`config.mk`:
```
export PLATFORM = sky130hd
export DESIGN_NAME = freq_synth
export DESIGN_NICKNAME = d
export VERILOG_FILES = /design/src/rtl/freq_synth.sv
export SDC_FILE = /design/constraint.sdc
export NUM_CORES = 1
export LEC_CHECK = 0
export ABC_CLOCK_PERIOD_IN_PS = 9800
export CAP_MARGIN = 5
export CELL_PAD_IN_SITES_DETAIL_PLACEMENT = 1
export CELL_PAD_IN_SITES_GLOBAL_PLACEMENT = 1
export CORE_MARGIN = 1
export CORE_UTILIZATION = 42
export DETAILED_ROUTE_END_ITERATION = 6
export PLACE_DENSITY_LB_ADDON = 0.3
export REMOVE_ABC_BUFFERS = 1
export SYNTH_ARGS = -nofsm -noshare
export SYNTH_HDL_FRONTEND = slang
export SYNTH_SLANG_ARGS = --single-unit
```
`constraint.sdc`:
```
create_clock -name sys_clock -period 9.8 [get_ports sys_clock]
set_input_delay 2.45 -clock sys_clock [delete_from_list [all_inputs] [get_ports sys_clock]]
set_output_delay 2.45 -clock sys_clock [all_outputs]
set_load 0.01 [all_outputs]
```
`src/rtl/freq_synth.sv`:
```
// Phase-accumulator square-wave synthesiser; the increment comes from an on-chip restoring divider.
// Optional FREQ_SYNTH_READBACK_EN registers the applied frequency on freq_act.
`ifndef CLK_FREQ
`define CLK_FREQ 12000000
`endif

module freq_synth #(
   parameter int unsigned ACC_W = 32
) (
   input  logic        sys_clock,
   input  logic        sys_reset_n,
   input  logic [23:0] freq_in,
   input  logic        load,
   output logic        busy,
   output logic        err,
   output logic [23:0] freq_act,
   output logic        synth_out
);

   localparam int unsigned CLK_HZ = `CLK_FREQ;
   localparam int unsigned R_W    = $clog2(CLK_HZ) + 1;
   localparam int unsigned F10_W  = 28;
   localparam int unsigned CNT_W  = $clog2(ACC_W);
   localparam logic [F10_W-1:0] NYQ     = F10_W'(CLK_HZ / 2);
   localparam logic [R_W-1:0]   DIVISOR = R_W'(CLK_HZ);

   typedef enum logic [1:0] {S_IDLE, S_DIV, S_WAIT} state_t;

   state_t             state, state_nxt;
   logic [ACC_W-1:0]   acc, inc, inc_nxt;
   logic [ACC_W-1:0]   pending, pending_nxt;
   logic [R_W-1:0]     r, r_nxt, r_sh_c;
   logic [CNT_W-1:0]   cnt, cnt_nxt;
   logic               err_nxt;
   logic [F10_W-1:0]   f10_c;
   logic [ACC_W:0]     sum_c;
   logic               wrap_c;
   logic               accept_c;
   logic               apply_c;

   assign f10_c  = F10_W'(freq_in) * F10_W'(10);
   assign sum_c  = {1'b0, acc} + {1'b0, inc};
   assign wrap_c = sum_c[ACC_W];
   assign r_sh_c = {r[R_W-2:0], 1'b0};

   // Next-state: load acceptance, one quotient bit per DIV cycle, apply at a wrap
   always_comb begin
      state_nxt   = state;
      r_nxt       = r;
      pending_nxt = pending;
      cnt_nxt     = cnt;
      inc_nxt     = inc;
      err_nxt     = err;
      accept_c    = 1'b0;
      apply_c     = 1'b0;
      case (state)
         S_IDLE: begin
            if (load) begin
               if (f10_c >= NYQ) begin
                  err_nxt = 1'b1;
               end else begin
                  err_nxt     = 1'b0;
                  accept_c    = 1'b1;
                  r_nxt       = R_W'(f10_c);
                  pending_nxt = '0;
                  cnt_nxt     = '0;
                  state_nxt   = S_DIV;
               end
            end
         end
         S_DIV: begin
            if (r_sh_c >= DIVISOR) begin
               r_nxt       = r_sh_c - DIVISOR;
               pending_nxt = {pending[ACC_W-2:0], 1'b1};
            end else begin
               r_nxt       = r_sh_c;
               pending_nxt = {pending[ACC_W-2:0], 1'b0};
            end
            cnt_nxt = cnt + CNT_W'(1);
            if (cnt == CNT_W'(ACC_W - 1)) begin
               state_nxt = S_WAIT;
            end
         end
         S_WAIT: begin
            if ((inc == '0) || wrap_c) begin
               inc_nxt   = pending;
               apply_c   = 1'b1;
               state_nxt = S_IDLE;
            end
         end
         default: state_nxt = S_IDLE;
      endcase
   end

   always_ff @(posedge sys_clock or negedge sys_reset_n) begin
      if (!sys_reset_n) begin
         state     <= S_IDLE;
         acc       <= '0;
         inc       <= '0;
         pending   <= '0;
         r         <= '0;
         cnt       <= '0;
         err       <= 1'b0;
         busy      <= 1'b0;
         synth_out <= 1'b0;
      end else begin
         state     <= state_nxt;
         acc       <= sum_c[ACC_W-1:0];
         inc       <= inc_nxt;
         pending   <= pending_nxt;
         r         <= r_nxt;
         cnt       <= cnt_nxt;
         err       <= err_nxt;
         busy      <= (state_nxt != S_IDLE);
         synth_out <= acc[ACC_W-1];
      end
   end

`ifdef FREQ_SYNTH_READBACK_EN
   logic [23:0] freq_smp;

   // Sampled request follows the increment through to the apply cycle
   always_ff @(posedge sys_clock or negedge sys_reset_n) begin
      if (!sys_reset_n) begin
         freq_smp <= '0;
         freq_act <= '0;
      end else begin
         if (accept_c) freq_smp <= freq_in;
         if (apply_c)  freq_act <= freq_smp;
      end
   end
`else
   assign freq_act = 24'd0;
`endif

endmodule

```
==> impl_metrics.csv, run 1 <==
group,metric,value,unit
status,status,"complete, no violations",
placed_design,dpl_cell_area,0.008981,mm²
routing,dr.pass1.iters,6,
placed_design,placedCellCount,1117,
final_layout,seqCellArea,0.003228,mm²
timing,fmax,148.0,MHz
placed_design,pre_cts_ws,2.519,ns
clock_tree,cts_htree_levels,4,
setup_path,cp_max_fo,28,
final_layout,fillers,2177,
clock_tree,cts_buffers,17,
routing,viasPerCell,5.694,
final_layout,utilization,48.42,%
timing,hold_viol,0,
floorplanning,die_y,144.7,µm
final_layout,antenna-diode-count,0,
floorplanning,num_rows,51,
timing,holdWs,0.4141,ns
grt,grt.total_usage,21.24,%
power_and_ir_drop,leakage,4.340,nW
logic_synthesis,synthArstFlopShare,100.0,%
grt,grt_max_degree,70,
floorplanning,die_w,144.7,µm
clock_tree,root_buffer,"clkbuf_16",
final_layout,drive_gt1_share,9.853,%
clock_tree,ctsLongestPathBuffers,2,
grt,overflow,0,
logic_synthesis,ys_types,71,
floorplanning,die_area,0.02095,mm²
placed_design,globalplace.congestion,0.7870,
logic_synthesis,yosysWarnings,0,
logic_synthesis,synth_flop_cell,"dfrtp_1",
logic_synthesis,synth-edff-count,0,
final_layout,final_area,0.009548,mm²
logic_synthesis,avgSynthCellArea,10.07,µm²
flow_run,maxCapViolCount,0,
setup_path,crit_path_max_incr_delay,0.71,ns
timing,rsz0062_at_grt,"false",
setup_path,slowest_stage,"a21oi_4",
power_and_ir_drop,p_total,3.138,mW
grt,met3_usage,3.060,%
timing,slew_headroom,26.89,%
clock_tree,postCtsHoldBufs,0,
power_and_ir_drop,peakVddDrop,164.7,µV
logic_synthesis,synthAdderAreaFrac,12.02,%
final_layout,multi_input_area,0.005017,mm²
setup_path,crit_type,"input pin to register",
logic_synthesis,synth_top_cell_by_area,"dfrtp_1",
worst_hold_path,hold_path.class,"register to register",
clock_tree,cts_sinks,129,
setup_path,path_cells,"clkdlybuf4s50_1, ha_1, ha_1, fa_1, nand3_1, a21oi_1, o311ai_0, nand2_1, o311ai_0, and3_1, a211oi_4, a21oi_4, buf_4, a22o_1",
final_layout,final_cells,1148,
grt,met2_usage,37.73,%
clock_tree,post_cts_buffers,0,
timing,worst_slack,3.045,ns
logic_synthesis,synthCells,850,
power_and_ir_drop,power.density,328.6,mW/mm²
setup_path,worstPathRequired,10.16,ns
routing,final_antenna_net_count,0,
clock_tree,insertion_delay,0.42,ns
logic_synthesis,synth-seq-area-share,37.73,%
grt,grt_pass1_vias,6780,
setup_path,worstSetupEndpointType,"register",
logic_synthesis,synth_mux_area_share,6.142,%
logic_synthesis,synth.ff_latch_count,129,
grt,grt-busiest-layer,"met2",
logic_synthesis,synthXorXnorAreaFrac,5.118,%
routing,remaining_drc_errors,0,
routing,drtIter0Drc,296,
setup_path,worstPathArrival,7.11,ns
grt,grt_pass1_wl,34.40,mm
timing,fin_skew,0.008819,ns
grt,antenna_found_initial,0,
floorplanning,core_area,0.01972,mm²
logic_synthesis,synth_area_leaders,"dfrtp_1 38%, ha_1 12%, mux2_2 4.7%",
timing,finalCritPeriodShare,68.93,%
timing,tightest_slew,1.094,ns
grt,grtUsageMet1,26.21,%
clock_tree,cts_resized,0,
timing,slew_viol_final,0,
clock_tree,clk_pin_slew,0.06,ns
setup_path,startpoint_type,"input pin",
floorplanning,start_util,43.39,%
placed_design,io_buffers,29,
logic_synthesis,synth_top_area_share,37.73,%
logic_synthesis,syn_area,0.008556,mm²
floorplanning,io_pins,54,
timing,fin_setup_tns,0,ns
logic_synthesis,synthSimpleGateAreaFrac,13.18,%
placed_design,dp_hpwl,15.03,mm
timing,setup_violations,0,
routing,drt-wirelength-per-cell,17.97,µm
routing,wirelength,20.63,mm
routing,vias,6537,
clock_tree,cts_tree,"yes",
final_layout,nets,979,
logic_synthesis,synth-compound-area-share,20.82,%
timing,layout_min_cycle_time,6.755,ns
logic_synthesis,synth_top_family_by_area,"compound AO/OA/AOI/OAI gates",
final_layout,areaGrowthSynthToFinish,11.60,%
[path summary, 6_finish.rpt]
path / startpoint / slack, ns / end / cells after the start
max: freq_in[1] / 3.05 / pending[13]$_DFFE_PN0P_ / 14
min: acc[31]$_DFF_PN0_ / 0.41 / synth_out$_DFF_PN0_ / 0
max reg2reg: inc[0]$_DFFE_PN0P_ / 5.31 / inc[8]$_DFFE_PN0P_ / 13
min reg2reg: acc[31]$_DFF_PN0_ / 0.41 / synth_out$_DFF_PN0_ / 0
max in group asynchronous: sys_reset_n / 6.48 / state[0]$_DFF_PN0_ / 2
min in group asynchronous: sys_reset_n / 2.01 / acc[9]$_DFF_PN0_ / 1
[worst max-delay path: cells and delay by family]
family                   cells  cell delay (ns)
AO/OA/AOI/OAI                6             2.21
adder cells (fa/ha/maj)      3             0.97
buffers and inverters        2             0.82
AND/OR/NAND/NOR              3             0.67
[power by group]
group          total (mW)  internal, mW  leakage, nW  switching [mW]
Clock               0.606         0.373        0.278           0.233
Combinational        1.56         0.698         2.50           0.858
Sequential          0.976         0.779         1.56           0.197
Total                3.14          1.85         4.34            1.29
[registers in the layout, summed over array words and instances, names as in the netlist]
signal,flops
acc,32
busy,1
cnt,5
err,1
inc,32
pending,32
r,23
state,2
synth_out,1
[per-layer routing]
metal / vias up / routed length (µm)
met1: 3249 / 9454
met4: 0 / 317
li1: 3184 / -
met2: 82 / 10480
met5: - / 0
met3: 22 / 371
[cells in the mapped netlist (all sizes together), types with 4 or more instances]
library cell / number
nand3b: 4
clkbuf: 22
nor2: 49
nand2: 41
buf: 32
and3: 14
a2111o: 4
ha: 79
nor3: 9
and2: 9
xor2: 22
a21oi: 65
a22o: 35
a221oi: 7
nor2b: 12
a221o: 9
o21a: 10
nor4: 11
o21bai: 9
nand2b: 7
dfrtp: 129
a21o: 24
a211o: 4
a31oi: 9
or3: 8
nand4: 13
nor3b: 5
mux2: 36
xnor2: 28
a211oi: 13
o31ai: 5
mux2i: 12
o21ai: 32
inv: 22
nand3: 22
[final cells by class]
cell class                      instances  area share, %
Multi-Input combinational cell        668          52.55
Inverter                               22         0.8649
Clock inverter                          9         0.8649
Clock buffer                           22          5.071
Timing Repair Buffer                   33          3.368
Sequential cell                       129          33.81
Tap cell                              265          3.473
[logic make-up (layout without fill, tap and decap cells)]
logic type,Yosys count,count (layout)
and+or+nand+nor,216,216
other,1,24
DFF,129,129
xor gates and xnor gates,50,50
adders and majority gates,81,81
buffers and inverters,76,86
AOI/OAI and AO/OA,249,249
muxes,48,48
[layout by cell type, fill, tap and decap left out, types with 24 or more instances in the layout]
master           count
a21o_1              24
a21oi_1             62
a22o_1              35
clkdlybuf4s50_1     28
conb_1              24
dfrtp_1            129
ha_1                79
mux2_2              36
nand2_1             41
nor2_1              49
o21ai_0             30
xnor2_1             28
No activity file was read; power rests on OpenSTA's default activity.
==> run 2: changes to the inputs <==
- ABC_CLOCK_PERIOD_IN_PS: 9800 -> 6750
- clock period: 9.8 -> 6.75 ns (I/O delays scaled with it)
==> run 2 against run 1 <==
Effect of this change: count of clock-buffer cells in the layout shrank 5; worst setup slack lost 2.3 ns; register-to-register slack lost 3.1 ns; via count grew 0.44%; first-iteration DRC count shrank 20%; critical endpoint is now pending[15]$_DFFE_PN0P_; largest cell class unchanged.
==> impl_metrics.csv, run 2 (synthesized netlist as in run 1, its figures left out) <==
group,metric,value,unit
status,status,"complete, no violations",
floorplanning,io_pins,54,
setup_path,path_cells,"clkdlybuf4s50_1, ha_1, ha_1, fa_1, nand3_1, a21oi_1, o311ai_0, nand2_1, o311ai_0, and3_1, a211oi_4, a21oi_4, buf_4, a22o_1",
routing,final_antenna_net_count,0,
timing,setup_violations,0,
floorplanning,die_y,144.7,µm
setup_path,r2r_end,"inc[14]$_DFFE_PN0P_",
timing,fin_setup_tns,0,ns
clock_tree,cts_htree_levels,4,
flow_run,maxCapViolCount,0,
setup_path,r2r_setup_slack,2.21,ns
power_and_ir_drop,leakage,4.362,nW
timing,tightest_slew,1.046,ns
routing,wirelength,20.31,mm
timing,slew_viol_final,0,
timing,worst_slack,0.6974,ns
final_layout,reg_top3,"acc: 32 flops, inc: 32 flops, pending: 32 flops",
floorplanning,start_util,43.39,%
grt,grt_pass1_vias,6814,
routing,viasPerCell,5.710,
grt,grt_pass1_wl,34.32,mm
setup_path,crit_type,"input pin to register",
setup_path,worstPathRequired,7.11,ns
final_layout,areaGrowthSynthToFinish,12.33,%
clock_tree,root_buffer,"clkbuf_16",
timing,layout_min_cycle_time,6.053,ns
timing,hold_viol,0,
routing,wl_met1,9.647,mm
worst_hold_path,worstHoldPathCells,0,
clock_tree,cts_tree,"yes",
timing,fmax,165.2,MHz
final_layout,mostFrequentLayoutCells,"129 x dfrtp_1, 79 x ha_1, 62 x a21oi_1, 49 x nor2_1, 41 x nand2_1",
clock_tree,clk_pin_slew,0.06,ns
clock_tree,ctsLongestPathBuffers,2,
grt,antenna_found_initial,0,
setup_path,r2r_cells,13,
worst_hold_path,min_delay_worst_endpoint,"synth_out$_DFF_PN0_",
power_and_ir_drop,power.density,481.1,mW/mm²
floorplanning,core_area,0.01972,mm²
placed_design,globalplace.congestion,0.8234,
worst_hold_path,hold_start,"acc[31]$_DFF_PN0_",
routing,routed.top_layer,"met4",
clock_tree,postCtsHoldBufs,0,
routing,drtIter0Drc,238,
routing,wl_met3,403,µm
routing,dr.pass1.iters,4,
power_and_ir_drop,peakVddDrop,232.8,µV
clock_tree,cts_sinks,129,
placed_design,io_buffers,29,
setup_path,worstSetupEndpointType,"register",
timing,slew_headroom,30.08,%
grt,grt_max_degree,70,
setup_path,slowest_stage,"a21oi_4",
routing,drt-wirelength-per-cell,17.66,µm
placed_design,pre_cts_ws,0.1734,ns
setup_path,worstPathArrival,6.41,ns
worst_hold_path,hold_path.class,"register to register",
grt,overflow,0,
clock_tree,cts_resized,0,
final_layout,drive_gt1_share,10.17,%
floorplanning,die_w,144.7,µm
grt,grt.total_usage,21.00,%
final_layout,final_common_cell,"dfrtp_1",
placed_design,dp_hpwl,14.74,mm
timing,finalCritPeriodShare,89.67,%
setup_path,startpoint_type,"input pin",
routing,vias,6566,
routing,remaining_drc_errors,0,
clock_tree,post_cts_buffers,0,
floorplanning,die_area,0.02095,mm²
final_layout,utilization,48.74,%
routing,wl_met2,9.865,mm
timing,fin_skew,0.007180,ns
setup_path,rr_startpoint,"inc[0]$_DFFE_PN0P_",
setup_path,cp_max_fo,33,
final_layout,nets,980,
clock_tree,insertion_delay,0.43,ns
floorplanning,num_rows,51,
final_layout,antenna-diode-count,0,
setup_path,crit_path_max_incr_delay,0.79,ns
clock_tree,cts_buffers,17,
timing,rsz0062_at_grt,"false",
==> run 2: per-stage QoR <==
| stage | hold WS [ns] | cells | total power [mW] | cell area (µm²) |
|---|---|---|---|---|
| after floorplan | 0.3597 | 819 | 3.052 | 8302 |
| after global placement | 0.4058 | 1118 | 3.538 | 8989 |
| after detailed placement | 0.4074 | 1118 | 3.636 | 8989 |
| after CTS | 0.4211 | 1150 | 4.656 | 9610 |
| after global routing | 0.4276 | 1150 | 4.994 | 9610 |
| final | 0.4258 | 1150 | 4.623 | 9610 |
==> run 2: worst max-delay path by stage <==
stage	startpoint	depth (start not counted)	slack, ns	end
global route	freq_in[1]	14	0.32	pending[15]$_DFFE_PN0P_
floorplan	freq_in[2]	12	0.87	r[23]$_DFFE_PN0P_
finish	freq_in[3]	14	0.70	pending[15]$_DFFE_PN0P_
CTS	freq_in[3]	14	0.61	pending[15]$_DFFE_PN0P_
global placement	freq_in[3]	14	0.37	pending[16]$_DFFE_PN0P_
detailed placement	freq_in[3]	14	0.17	pending[15]$_DFFE_PN0P_
==> run 2: layout make-up <==
type | instances | area (µm²)
Sequential cell | 129 | 3228
Clock buffer | 17 | 425.4
Tap cell | 265 | 331.6
Timing Repair Buffer | 34 | 329.1
Clock inverter | 15 | 196.4
Inverter | 22 | 82.58
Multi-Input combinational cell | 668 | 5017
Fill cell | 2152 | 10110
==> run 2: routing by layer <==
metal	track usage [%]	vias up
met5	0	-
met3	3.554	28
met2	35.98	73
li1	-	3186
met4	7.258	0
met1	26.65	3279
==> run 2: critical path, delay by kind of cell <==
kind	cells	cell delay, ns
AOI/OAI and AO/OA	6	2.27
adders and majority gates	3	0.90
buffers and inverters	2	0.86
and+or+nand+nor	3	0.67
==> run 2: where the power goes <==
part | total (mW) | switching, mW | internal [mW] | leakage, nW
clock | 0.974 | 0.382 | 0.592 | 0.295
combinational | 2.24 | 1.22 | 1.01 | 2.51
sequential | 1.41 | 0.281 | 1.13 | 1.56
total | 4.62 | 1.89 | 2.74 | 4.36
==> run 3: changes to the inputs <==
- ABC_AREA: unset -> 1
==> run 3 against run 2 <==
Effect of this change: combinational power decreased by 18%; clock skew grew 0.0017 ns; synthesized cell count increased by 60%; power fell by 13%; synthesized area increased by 11%; sequential power fell by 9.9%; non-clock buffer count unchanged; highest routed layer unchanged.
==> impl_metrics.csv, run 3 <==
group,metric,value,unit
setup_path,crit_path_max_incr_delay,0.48,ns
routing,drt-wirelength-per-cell,14.85,µm
logic_synthesis,synth_area_leaders,"dfrtp_1 34%, nand2_1 18%, ha_1 10%",
floorplanning,die_y,152.5,µm
clock_tree,cts_tree,"yes",
final_layout,areaGrowthSynthToFinish,10.42,%
timing,slew_viol_final,0,
clock_tree,cts_sinks,129,
final_layout,antenna-diode-count,0,
logic_synthesis,synthSimpleGateAreaFrac,31.88,%
grt,grt_max_degree,77,
power_and_ir_drop,p_total,4.033,mW
power_and_ir_drop,sequentialPowerShare,31.4,%
final_layout,reg_top3,"acc: 32 flops, inc: 32 flops, pending: 32 flops",
logic_synthesis,synth_top_family_by_area,"simple AND/OR/NAND/NOR gates",
grt,grt_pass1_vias,9242,
logic_synthesis,synthArstFlopShare,100.0,%
power_and_ir_drop,internal_power,2.282,mW
floorplanning,die_w,152.5,µm
floorplanning,core_area,0.02203,mm²
logic_synthesis,synthCells,1358,
power_and_ir_drop,power.density,384.0,mW/mm²
final_layout,nets,1486,
routing,viasPerCell,5.163,
logic_synthesis,yosysMostFrequentCell,"nand2_1",
grt,overflow,0,
setup_path,cp_max_fo,25,
logic_synthesis,syn_area,0.009510,mm²
setup_path,worstPathRequired,7.05,ns
timing,tightest_slew,1.041,ns
power_and_ir_drop,pwr-share-comb,45.3,%
logic_synthesis,ys_types,46,
setup_path,critical-path-top-delay-family,"simple AND/OR/NAND/NOR gates",
timing,layout_min_cycle_time,4.998,ns
final_layout,mostFrequentLayoutCells,"460 x nand2_1, 181 x inv_1, 129 x dfrtp_1, 111 x nand3_1, 87 x nor2_1",
power_and_ir_drop,peakVddDrop,198.2,µV
logic_synthesis,yosysWarnings,0,
timing,hold_viol,0,
logic_synthesis,synth_mux_area_share,0,%
routing,wirelength,24.81,mm
clock_tree,postCtsHoldBufs,0,
clock_tree,root_buffer,"clkbuf_16",
logic_synthesis,avgSynthCellArea,7.003,µm²
clock_tree,clk_pin_slew,0.06,ns
placed_design,dp_hpwl,18.61,mm
routing,remaining_drc_errors,0,
worst_hold_path,hold_path.class,"register to register",
power_and_ir_drop,clock_power_share,23.2,%
setup_path,worstPathArrival,5.30,ns
setup_path,slowest_stage,"fa_1",
logic_synthesis,synth_top_area_share,33.94,%
floorplanning,io_pins,54,
timing,fmax,200.1,MHz
placed_design,globalplace.congestion,0.8459,
logic_synthesis,synthAdderAreaFrac,10.81,%
floorplanning,start_util,43.18,%
power_and_ir_drop,switchingPower,1.751,mW
grt,antenna_found_initial,0,
setup_path,crit_type,"input pin to register",
logic_synthesis,synth_top_cell_by_area,"dfrtp_1",
placed_design,io_buffers,29,
flow_run,maxCapViolCount,0,
power_and_ir_drop,power_switching_share,43.42,%
logic_synthesis,synthXorXnorAreaFrac,3.868,%
setup_path,worstSetupEndpointType,"register",
timing,holdWs,0.3881,ns
setup_path,startpoint_type,"input pin",
status,status,"complete, no violations",
clock_tree,cts_resized,0,
clock_tree,post_cts_buffers,0,
logic_synthesis,synth.ff_latch_count,129,
final_layout,drive_gt1_share,3.954,%
clock_tree,ctsLongestPathBuffers,2,
grt,grt.total_usage,22.83,%
timing,slew_headroom,30.50,%
routing,vias,8628,
timing,rsz0062_at_grt,"false",
final_layout,final_common_cell,"nand2_1",
clock_tree,cts_buffers,17,
logic_synthesis,synth_flop_cell,"dfrtp_1",
logic_synthesis,netlist_top_cells_count,"460 x nand2_1, 182 x inv_1, 129 x dfrtp_1",
logic_synthesis,synth-seq-area-share,33.94,%
timing,fin_skew,0.008847,ns
routing,dr.pass1.iters,6,
routing,final_antenna_net_count,0,
timing,setup_violations,0,
timing,finalCritPeriodShare,74.04,%
timing,fin_setup_tns,0,ns
floorplanning,num_rows,54,
setup_path,cpMostUsedCell,"nand2_1",
logic_synthesis,synth-edff-count,0,
grt,grt_pass1_wl,43.68,mm
logic_synthesis,synth-compound-area-share,8.407,%
routing,drtIter0Drc,331,
clock_tree,cts_htree_levels,4,
clock_tree,insertion_delay,0.42,ns
setup_path,critPathBufInv,2,
floorplanning,die_area,0.02325,mm²
power_and_ir_drop,leakage,5.698,nW
setup_path,path_cells,"clkdlybuf4s50_1, ha_1, ha_1, fa_1, nand3_1, nand3_1, nand2_1, nand2_1, xor2_1, nor2_1, a21oi_1, nand2_1, nand2_1, nand2_2, nand4_4, buf_4, nand3_1, nand2_1",
run 3: cell types whose count changed after synthesis, sizes merged, moves of 23 or more:
cell / change
nand2: +424
mux2: -36
nand3: +92
a22o: -35
a21o: -23
o21ai: +30
nor2: +43
inv: +160
run 3: path summary, 6_finish.rpt:
check                                   startpoint             endpoint  slack (ns)  cells after the start
worst max-delay path                    freq_in[1]   cnt[2]$_DFFE_PN0P_        1.75                     18
worst min-delay path             acc[31]$_DFF_PN0_  synth_out$_DFF_PN0_        0.39                      0
worst max register to register  inc[0]$_DFFE_PN0P_  inc[27]$_DFFE_PN0P_        2.86                     16
worst min register to register   acc[31]$_DFF_PN0_  synth_out$_DFF_PN0_        0.39                      0
max in group asynchronous              sys_reset_n  inc[16]$_DFFE_PN0P_        4.02                      2
min in group asynchronous              sys_reset_n   inc[3]$_DFFE_PN0P_        1.41                      1
run 3: worst reg2reg max path, delay by kind of cell (launching register included):
family / cells / cell delay [ns]
simple gates: 9 / 1.78
compound gates: 3 / 0.90
fa+ha+maj: 2 / 0.58
flops: 1 / 0.37
buf+inv: 2 / 0.14
run 3: area by class of cell:
type                       instances  area (µm²)
clock buffer                      22       454.2
clock inverter                    10       135.1
sequential                       129        3228
fill                            2874       11520
tap                              280       350.3
timing repair buffer              34       325.3
multi-input combinational       1014        5325
inverter                         182       683.2
run 3: power groups by stage:
stage	Clock, mW	Sequential [mW]	Combinational (mW)
after floorplan	0	1.21	1.35
after global placement	0	1.27	1.73
after detailed placement	0	1.27	1.82
after CTS	0.954	1.27	1.85
after global routing	0.981	1.31	2.11
final	0.937	1.27	1.83
run 3: through the flow:
| stage | instances | cell area, µm² | worst slack, ns | util, % |
|---|---|---|---|---|
| final | 1671 | 10500 | 1.752 | 47.68 |
| after global routing | 1671 | 10500 | 1.428 | 47.68 |
| after CTS | 1671 | 10500 | 1.710 | 47.68 |
| after detailed placement | 1639 | 9912 | 1.280 | 45.00 |
| after global placement | 1639 | 9912 | 1.302 | 45.00 |
| after floorplan | 1325 | 9229 | 1.938 | - |
run 3: cells by family (layout without fill, tap and decap cells):
kind of cell / after synthesis / count (layout)
AND/OR/NAND/NOR: 720 / 720
buffers and inverters: 238 / 248
adder cells (fa/ha/maj): 81 / 81
other: 1 / 24
flip-flops: 129 / 129
XOR/XNOR: 42 / 42
AO/OA/AOI/OAI: 147 / 147
run 3: routing by layer:
| metal | track usage (%) | routed length (µm) | vias to the layer above |
|---|---|---|---|
| li1 | - | - | 4354 |
| met1 | 28.17 | 11420 | 4133 |
| met2 | 41.15 | 12420 | 102 |
| met3 | 2.730 | 496 | 39 |
| met4 | 7.744 | 468 | 0 |
| met5 | 0 | 0 | - |
